===== src/rtl/rgmii_rx_speed_adapter.sv =====
// RGMII receive adapter: turns DDR-captured RXD/RX_CTL samples into a GMII byte stream for
// 10/100/1000 operation, and decodes the in-band link status and false-carrier indications.
module rgmii_rx_speed_adapter #(
    parameter int PIPE_STAGES   = 1,
    parameter bit AUTO_SPEED    = 1'b1,
    parameter bit ALIGN_SFD     = 1'b1,
    parameter int STATUS_FILTER = 4
) (
    input  logic       rgmii_rxc,
    input  logic       rst_n,
    input  logic [3:0] rx_d_h,
    input  logic [3:0] rx_d_l,
    input  logic       rx_ctl_h,
    input  logic       rx_ctl_l,
    input  logic [1:0] speed_sel,
    output logic [7:0] gmii_rx_d,
    output logic       gmii_rx_dv,
    output logic       gmii_rx_er,
    output logic       gmii_rx_ce,
    output logic       link_up,
    output logic [1:0] link_speed,
    output logic       link_duplex,
    output logic       false_carrier
);
    localparam logic [3:0] FILTER_MAX = 4'(STATUS_FILTER);
    localparam int         OUT_W      = 16;

    typedef enum logic [1:0] {
        ST_IDLE     = 2'd0,
        ST_PREAMBLE = 2'd1,
        ST_DATA     = 2'd2
    } state_t;

    state_t     state_reg, state_next;
    logic [1:0] mode_reg, mode_next;
    logic       phase_reg, phase_next;
    logic [3:0] nib_reg, nib_next;
    logic       nib_er_reg, nib_er_next;
    logic       dv_prev_reg;

    logic [3:0] status_prev_reg;
    logic [3:0] status_cnt_reg, status_cnt_next;
    logic       status_link_reg, status_link_next;
    logic [1:0] status_speed_reg, status_speed_next;
    logic       status_duplex_reg, status_duplex_next;
    logic       fc_cond_reg;

    logic       dv, er, dv_rise, frame_start, gig, sfd_early;
    logic       status_sample, fc_cond, fc_pulse;
    logic [1:0] eff_speed, cur_mode;
    logic [7:0] byte_d;
    logic       byte_dv, byte_er, byte_ce;

    assign dv          = rx_ctl_h;
    assign er          = rx_ctl_h ^ rx_ctl_l;
    assign dv_rise     = dv & ~dv_prev_reg;
    assign frame_start = (state_reg == ST_IDLE) && dv_rise;
    assign eff_speed   = AUTO_SPEED ? status_speed_reg : speed_sel;
    // The frame's own mode must already apply on the cycle that starts it.
    assign cur_mode    = frame_start ? eff_speed : mode_reg;
    assign gig         = cur_mode[1];
    assign sfd_early   = ALIGN_SFD && (state_reg == ST_PREAMBLE) && !phase_reg && (rx_d_h == 4'hD);

    // dv_prev resets high so a frame already in flight at reset release is not taken as a start.
    always_ff @(posedge rgmii_rxc or negedge rst_n) begin
        if (!rst_n) begin
            state_reg   <= ST_IDLE;
            mode_reg    <= 2'b00;
            phase_reg   <= 1'b0;
            nib_reg     <= 4'h0;
            nib_er_reg  <= 1'b0;
            dv_prev_reg <= 1'b1;
        end else begin
            state_reg   <= state_next;
            mode_reg    <= mode_next;
            phase_reg   <= phase_next;
            nib_reg     <= nib_next;
            nib_er_reg  <= nib_er_next;
            dv_prev_reg <= dv;
        end
    end

    always_comb begin
        state_next  = state_reg;
        mode_next   = mode_reg;
        phase_next  = phase_reg;
        nib_next    = nib_reg;
        nib_er_next = nib_er_reg;
        case (state_reg)
            ST_IDLE: begin
                phase_next = 1'b0;
                if (frame_start) begin
                    mode_next = eff_speed;
                    if (eff_speed[1]) begin
                        state_next = ST_DATA;
                    end else begin
                        state_next  = ST_PREAMBLE;
                        phase_next  = 1'b1;
                        nib_next    = rx_d_h;
                        nib_er_next = er;
                    end
                end
            end
            ST_PREAMBLE, ST_DATA: begin
                if (!dv) begin
                    state_next = ST_IDLE;
                    phase_next = 1'b0;
                end else if (!gig) begin
                    if (sfd_early) begin
                        state_next = ST_DATA;
                    end else if (!phase_reg) begin
                        phase_next  = 1'b1;
                        nib_next    = rx_d_h;
                        nib_er_next = er;
                    end else begin
                        phase_next = 1'b0;
                        if (state_reg == ST_PREAMBLE && (!ALIGN_SFD || {rx_d_h, nib_reg} == 8'hD5))
                            state_next = ST_DATA;
                    end
                end
            end
            default: state_next = ST_IDLE;
        endcase
    end

    always_comb begin
        byte_d  = 8'h00;
        byte_dv = 1'b0;
        byte_er = 1'b0;
        byte_ce = 1'b0;
        if (gig) begin
            byte_ce = 1'b1;
            byte_d  = {rx_d_l, rx_d_h};
            byte_dv = dv;
            byte_er = er;
        end else if (state_reg != ST_IDLE) begin
            if (!dv) begin
                // Frame ended on a half byte: flush it flagged as errored.
                if (phase_reg) begin
                    byte_ce = 1'b1;
                    byte_d  = {4'h0, nib_reg};
                    byte_dv = 1'b1;
                    byte_er = 1'b1;
                end
            end else if (sfd_early) begin
                byte_ce = 1'b1;
                byte_d  = 8'hD5;
                byte_dv = 1'b1;
                byte_er = er;
            end else if (phase_reg) begin
                byte_ce = 1'b1;
                byte_d  = {rx_d_h, nib_reg};
                byte_dv = 1'b1;
                byte_er = er | nib_er_reg;
            end
        end
    end

    assign status_sample = !rx_ctl_h && !rx_ctl_l;

    always_ff @(posedge rgmii_rxc or negedge rst_n) begin
        if (!rst_n) begin
            status_prev_reg   <= 4'h0;
            status_cnt_reg    <= 4'h0;
            status_link_reg   <= 1'b0;
            status_speed_reg  <= 2'b00;
            status_duplex_reg <= 1'b0;
            fc_cond_reg       <= 1'b0;
        end else begin
            if (status_sample)
                status_prev_reg <= rx_d_h;
            status_cnt_reg    <= status_cnt_next;
            status_link_reg   <= status_link_next;
            status_speed_reg  <= status_speed_next;
            status_duplex_reg <= status_duplex_next;
            fc_cond_reg       <= fc_cond;
        end
    end

    always_comb begin
        status_cnt_next    = status_cnt_reg;
        status_link_next   = status_link_reg;
        status_speed_next  = status_speed_reg;
        status_duplex_next = status_duplex_reg;
        if (status_sample) begin
            if (rx_d_h != status_prev_reg)
                status_cnt_next = 4'd1;
            else if (status_cnt_reg != FILTER_MAX)
                status_cnt_next = status_cnt_reg + 4'd1;
            if (status_cnt_next == FILTER_MAX) begin
                status_link_next   = rx_d_h[0];
                status_speed_next  = rx_d_h[2:1];
                status_duplex_next = rx_d_h[3];
            end
        end
    end

    assign fc_cond  = !rx_ctl_h && rx_ctl_l && (rx_d_h == 4'hE);
    assign fc_pulse = fc_cond && !fc_cond_reg && !dv_rise;

    // Every output travels the same register chain so all ports share one latency.
    logic [PIPE_STAGES:0][OUT_W-1:0] pipe_chain;

    assign pipe_chain[0] = {byte_d, byte_dv, byte_er, byte_ce, status_link_next,
                            status_speed_next, status_duplex_next, fc_pulse};

    genvar gi;
    generate
        for (gi = 0; gi < PIPE_STAGES; gi++) begin : g_pipe
            logic [OUT_W-1:0] stage_reg;
            always_ff @(posedge rgmii_rxc or negedge rst_n) begin
                if (!rst_n)
                    stage_reg <= '0;
                else
                    stage_reg <= pipe_chain[gi];
            end
            assign pipe_chain[gi+1] = stage_reg;
        end
    endgenerate

    assign {gmii_rx_d, gmii_rx_dv, gmii_rx_er, gmii_rx_ce, link_up,
            link_speed, link_duplex, false_carrier} = pipe_chain[PIPE_STAGES];

endmodule


===== config.mk =====
export PLATFORM = sky130hd
export DESIGN_NAME = rgmii_rx_speed_adapter
export DESIGN_NICKNAME = d
export VERILOG_FILES = /design/src/rtl/rgmii_rx_speed_adapter.sv
export SDC_FILE = /design/constraint.sdc
export NUM_CORES = 1
export LEC_CHECK = 0
export ABC_AREA = 1
export CAP_MARGIN = 20
export CORE_UTILIZATION = 28
export DETAILED_ROUTE_END_ITERATION = 7
export GPL_ROUTABILITY_DRIVEN = 0
export GPL_TIMING_DRIVEN = 0
export PLACE_DENSITY = 0.52
export SLEW_MARGIN = 20
export SYNTH_ARGS = -nofsm -noshare
export SYNTH_HDL_FRONTEND = slang
export SYNTH_SLANG_ARGS = --single-unit
export TNS_END_PERCENT = 1

===== constraint.sdc =====
create_clock -name rgmii_rxc -period 4 [get_ports rgmii_rxc]
set_input_delay 0.4 -clock rgmii_rxc [delete_from_list [all_inputs] [get_ports rgmii_rxc]]
set_output_delay 0.4 -clock rgmii_rxc [all_outputs]
set_load 0.02 [all_outputs]

==> results.ini, run 1 <==
[cells_and_area]
finish.utilization_pct=36.9
postLayoutCellArea_sq_um=2360
layout_common_cells=nand2_1, dfrtp_1, clkdlybuf4s50_1
fin_nets=291
n_fill_cell=664
largest_register_ffs=16
final_common_cell=nand2_1
seq_area_sq_um=877
multiInputGateArea_sq_um=855
area_growth_pct=26.0
drive_above_1_share_pct=13.0
diodes=0

[yosys]
syn_avg_cell_area_sq_um=8.03
syn-num-nets=255
synth_top_area_share_pct=45.5
netlist_area_sq_um=1870
synth.area.top_cells=dfrtp_1, nand2_1, ha_1
seq_area_frac_synth_pct=46.9
yosysTopAreaCell=dfrtp_1
yosys_warnings=0
ys_seq_elements=35
ys_types=26
syn-instance-count=233

[setup_path]
r2r_slack_ps=2270
start_kind=primary input
critical_path_class=primary input to flop
worstPathMaxFanout=10
arrival_ps=2290
cp-end-kind=flop
cp.required_ps=4220

[global_route]
grt_use_total_pct=12.2
gr-total-overflow=0
busiest_layer=met2
antenna_found_initial=0
grt_pass1_wl_um=6760
met2_usage_pct=18.6
grt_max_degree=28
grt_pass1_vias=1416
grtUsageMet3_pct=3.26
grt_use_met1_pct=16.8

[floorplan]
dieHeight_um=83.7
start_util_pct=29.3
die_area_sq_um=7010
coreArea_sq_um=6390
num_io_pins=30
num_rows=29
fp.dieW_um=83.7

[timing]
setup_ws_ps=1930
slew_viol_final=0
rsz0062_at_grt=false
tightest_slew_ps=403
slew_headroom_pct=73.1
setup_viol=0
fin_tns_setup_ps=0
fin_skew_ps=14.0
period_needed_ps=2070
finalHoldViolCount=0
period_share_pct=51.6
clock.fmax_mhz=484

[clock_tree]
clk_pin_slew_ps=70
cts-root-buf=clkbuf_8
cts_made_buffers=5
cts_tree=built
cts.sinks=35
clockBufferDepth=2
htree_levels=2
cts_resized=0
worstSkewPairLatency_ps=300

[route]
ant_nets=0
first_pass_iters=4
drt_drc_violations_left=0
routed_wl_um=3930
drt_iter0_drc=66
via_per_inst=4.39
num_vias=1524
wire_per_inst_um=11.3

[placement]
dp_slack_ps=1620
hpwl_um=3020
placedInstanceArea_sq_um=2250
io_buffer_count=27

[power_and_ir_drop]
leakagePower_nw=1.13
ir_worst_vdd_mv=0.294
pwr_density_cell_nw_per_um2=572

[job]
drv_cap=0

[worst_hold_path]
hp-class=flop to flop

[status]
outcome=complete, no violations

==> area by class of cell <==
| cell class | instances | area share, % |
|---|---|---|
| plain buffers | 3 | 0.531 |
| clock buffers | 5 | 2.92 |
| clock inverters | 3 | 1.06 |
| inverters | 33 | 5.36 |
| multi-input cells | 162 | 36.3 |
| flip-flops and latches | 35 | 37.2 |
| well taps | 77 | 4.09 |
| repair buffers | 29 | 12.5 |
==> layer usage <==
layer | wire length (um) | vias to the layer above | part of all wire (%)
li1 | - | 813 | -
met1 | 1940 | 664 | 49
met2 | 1740 | 40 | 44
met3 | 206 | 7 | 5.2
met4 | 48 | 0 | 1.2
met5 | 0 | - | 0
==> cell usage after synthesis <==
| master | number |
|---|---|
| nand2_1 | 70 |
| nand4_1 | 6 |
| nor2_2 | 1 |
| nand3_2 | 1 |
| inv_4 | 1 |
| o21bai_4 | 1 |
| dfstp_2 | 1 |
| nor4_1 | 1 |
| buf_2 | 1 |
| dfrtp_1 | 34 |
| nand2_8 | 1 |
| a41oi_1 | 1 |
| ha_1 | 8 |
| nand2_4 | 2 |
| clkbuf_1 | 2 |
| nor2_1 | 16 |
| nand2_2 | 5 |
| nor2_4 | 2 |
| nand3b_1 | 1 |
| o21ai_1 | 7 |
| inv_1 | 25 |
| inv_2 | 7 |
| nand3_1 | 14 |
| a21oi_1 | 5 |
| nor3_2 | 2 |
| o21ai_0 | 18 |
==> timing repair <==
item,CTS,global route
buffers inserted,0,0
hold buffers,1,0
hold endpoints to repair,7,0
==> per-stage QoR <==
stage / hold slack [ps] / total power, W / cells
final: 407 / 0.00135 / 347
after global routing: 431 / 0.00146 / 347
after CTS: 415 / 0.00137 / 347
after detailed placement: 274 / 0.00109 / 338
after global placement: 401 / 0.00109 / 337
after floorplan: 104 / 0.000899 / 233
==> cell families (layout without fill, tap and decap cells) <==
family	count (synthesis)	count (layout)	share of synthesized area [%]
compound gates	32	32	9.50
fa+ha+maj	8	8	5.35
buf+inv	36	73	7.43
flops	35	35	46.9
simple gates	122	122	30.8
==> final timing paths <==
check | from | to | cells after the start
worst max-delay path | rx_ctl_h | g_pipe[0].stage_reg[4] | 8
worst min-delay path | fc_cond_reg | g_pipe[0].stage_reg[0] | 1
worst max register to register | state_reg[0] | nib_reg[2] | 11
worst min register to register | fc_cond_reg | g_pipe[0].stage_reg[0] | 1
max in group asynchronous | rst_n | state_reg[1] | 3
min in group asynchronous | rst_n | mode_reg[1] | 2
==> report_power, final <==
group / switching, W / internal, W
Clock: 0.000141 / 0.000124
Sequential: 0.0000469 / 0.000453
Combinational: 0.000351 / 0.000231
Total: 0.000539 / 0.000808
==> worst max-delay path, stage by stage <==
cell and delay, ps:
clkdlybuf4s50_1 410, buf_2 190, inv_1 180, ha_1 180, clkbuf_1 300, clkbuf_1 380, nand4_1 160, nand2_1 90
(Power assumes the default switching activity.)
==> inputs of run 2 (changes only) <==
==> constraint.sdc (replaced) <==
create_clock -name rgmii_rxc -period 1.92 [get_ports rgmii_rxc]
set_input_delay 0.192 -clock rgmii_rxc [delete_from_list [all_inputs] [get_ports rgmii_rxc]]
set_output_delay 0.192 -clock rgmii_rxc [all_outputs]
set_load 0.02 [all_outputs]
==> run 2 against run 1 <==
Net effect:
- non-clock buffer count stayed put
- highest routed layer unchanged
- global-route usage stayed put
- combinational power is 110% higher
- sequential power is 110% higher
- count of clock-buffer cells in the layout stayed put
- core utilization hardly changed
- design area hardly changed
- clock skew hardly changed
- total power is 110% higher
- sequential cell count stayed put
- first-iteration DRC count stayed put
- register-to-register slack worse by 2100 ps
==> results.ini, run 2 (synthesis gave the netlist of run 1 again) <==
[timing]
setup_ws_ps=182  ; -1750 ps
fin_skew_ps=14.0  ; +0.000100 ps
slew_headroom_pct=76.2  ; +3.1 points
finalHoldViolCount=0  ; unchanged
slew_viol_final=0  ; unchanged
clock.fmax_mhz=575
fin_tns_setup_ps=0  ; unchanged
setup_viol=0  ; unchanged
rsz0062_at_grt=false
tightest_slew_ps=353  ; -49.6 ps
period_share_pct=90.5
period_needed_ps=1740

[setup_path]
critical_path_class=primary input to flop
path_cells=clkdlybuf4s50_1 > buf_2 > inv_1 > ha_1 > clkbuf_1 > clkbuf_2 > nand4_1 > nand2_1
max_stage_delay_ps=410  ; about the same
cp.required_ps=2140  ; -2080 ps
arrival_ps=1960  ; -330 ps
start_kind=primary input
r2r_start=state_reg[0]
crit_start=rx_ctl_h
path_delay_family=buffers and inverters
slowest_stage=clkdlybuf4s50_1
worstPathMaxFanout=10  ; unchanged
cp.buffers_inverters=5  ; unchanged
cp-end-kind=flop

[cells_and_area]
area_growth_pct=26.0  ; about the same
drive_above_1_share_pct=13.3  ; +0.37 points
largest_register_ffs=16  ; unchanged
fin_nets=291  ; unchanged
postLayoutCellArea_sq_um=2360  ; about the same
diodes=0  ; unchanged
layout_common_cells=nand2_1, dfrtp_1, clkdlybuf4s50_1
final_common_cell=nand2_1
finish.utilization_pct=36.9  ; about the same

[power_and_ir_drop]
pwr_density_cell_nw_per_um2=1190  ; +110%
leakagePower_nw=1.14  ; +0.28%
switching_share_pct=40.0  ; about the same
p_seq_share_pct=37.1  ; about the same
p_switching_w=0.00112  ; +110%
pwr-share-comb_pct=43.2  ; about the same
pwr-share-clk_pct=19.7  ; about the same
ir_worst_vdd_mv=0.612  ; +110%
p_int_w=0.00168  ; +110%

[clock_tree]
worstSkewPairLatency_ps=300  ; about the same
cts_made_buffers=5  ; unchanged
htree_levels=2  ; unchanged
cts-root-buf=clkbuf_8
clk_pin_slew_ps=80  ; about the same
cts_tree=built
clockBufferDepth=2  ; unchanged
cts.sinks=35  ; unchanged

[route]
via_per_inst=4.39  ; -0.13%
routed_wl_um=3930  ; about the same
wire_per_inst_um=11.3  ; about the same
drt_drc_violations_left=0  ; unchanged
ant_nets=0  ; unchanged
num_vias=1522  ; -0.13%
drt_iter0_drc=66  ; unchanged
first_pass_iters=4  ; unchanged

[placement]
placedInstanceArea_sq_um=2250  ; unchanged
io_buffer_count=27  ; unchanged
dp_slack_ps=-257  ; -1870 ps
hpwl_um=3020  ; unchanged

[floorplan]
fp.dieW_um=83.7  ; unchanged
dieHeight_um=83.7  ; unchanged
start_util_pct=29.3  ; unchanged
num_rows=29  ; unchanged
die_area_sq_um=7010  ; unchanged
coreArea_sq_um=6390  ; unchanged
num_io_pins=30  ; unchanged

[global_route]
grt_use_total_pct=12.2  ; unchanged
antenna_found_initial=0  ; unchanged
gr-total-overflow=0  ; unchanged
grt_max_degree=28  ; unchanged
grt_pass1_vias=1416  ; unchanged
grt_pass1_wl_um=6760  ; unchanged

[job]
drv_cap=0  ; unchanged

[worst_hold_path]
hp-class=primary input to async pin

[status]
outcome=complete, no violations

==> run 2: cell count changes in the layout (fill, tap and decap cells not counted) <==
cell / delta
clkbuf_1: -1
clkbuf_2: +1
==> run 2: cell type report <==
type	instances	area, sq um
Fill cell	663	4030
Buffer	3	13.8
Multi-Input combinational cell	162	855
Tap cell	77	96.3
Timing Repair Buffer	29	295
Inverter	33	126
Clock inverter	3	25.0
Clock buffer	5	68.8
Sequential cell	35	877
==> run 2: what timing repair did <==
action	in CTS	in global routing
hold endpoints to repair	8	0
setup endpoints to repair	0	6
gates resized for setup	0	2
hold buffers	1	0
buffers inserted	0	0
==> run 2: power by group through the flow <==
stage               Sequential, W  Clock, W  Combinational (W)
floorplan                 0.00118         0           0.000697
global placement          0.00106         0            0.00121
detailed placement        0.00106         0            0.00122
CTS                       0.00104  0.000577            0.00123
global route              0.00107  0.000612            0.00136
finish                    0.00104  0.000554            0.00121
==> run 2: worst paths after layout <==
kind	cells past startpoint	end	slack, ps
hold / removal	2	mode_reg[1]	280
min in group rgmii_rxc	1	dv_prev_reg	310
setup / recovery	8	g_pipe[0].stage_reg[4]	180
max in group asynchronous	3	state_reg[1]	1220
hold reg to reg	1	g_pipe[0].stage_reg[0]	410
setup reg to reg	11	nib_reg[2]	190
==> run 2: stage by stage <==
stage | cells | hold WS [ps] | total power [W]
finish | 347 | 281 | 0.00281
global route | 347 | 292 | 0.00304
CTS | 347 | 280 | 0.00285
detailed placement | 338 | 65.8 | 0.00228
global placement | 337 | 401 | 0.00227
floorplan | 233 | -104 | 0.00187
==> run 2: routing by layer <==
layer / GRT usage (%) / part of all wire (%) / up-vias
li1: - / - / 814
met1: 16.8 / 50 / 663
met2: 18.6 / 44 / 38
met3: 3.26 / 5.0 / 7
met4: 3.70 / 1.2 / 0
met5: 0 / 0 / -
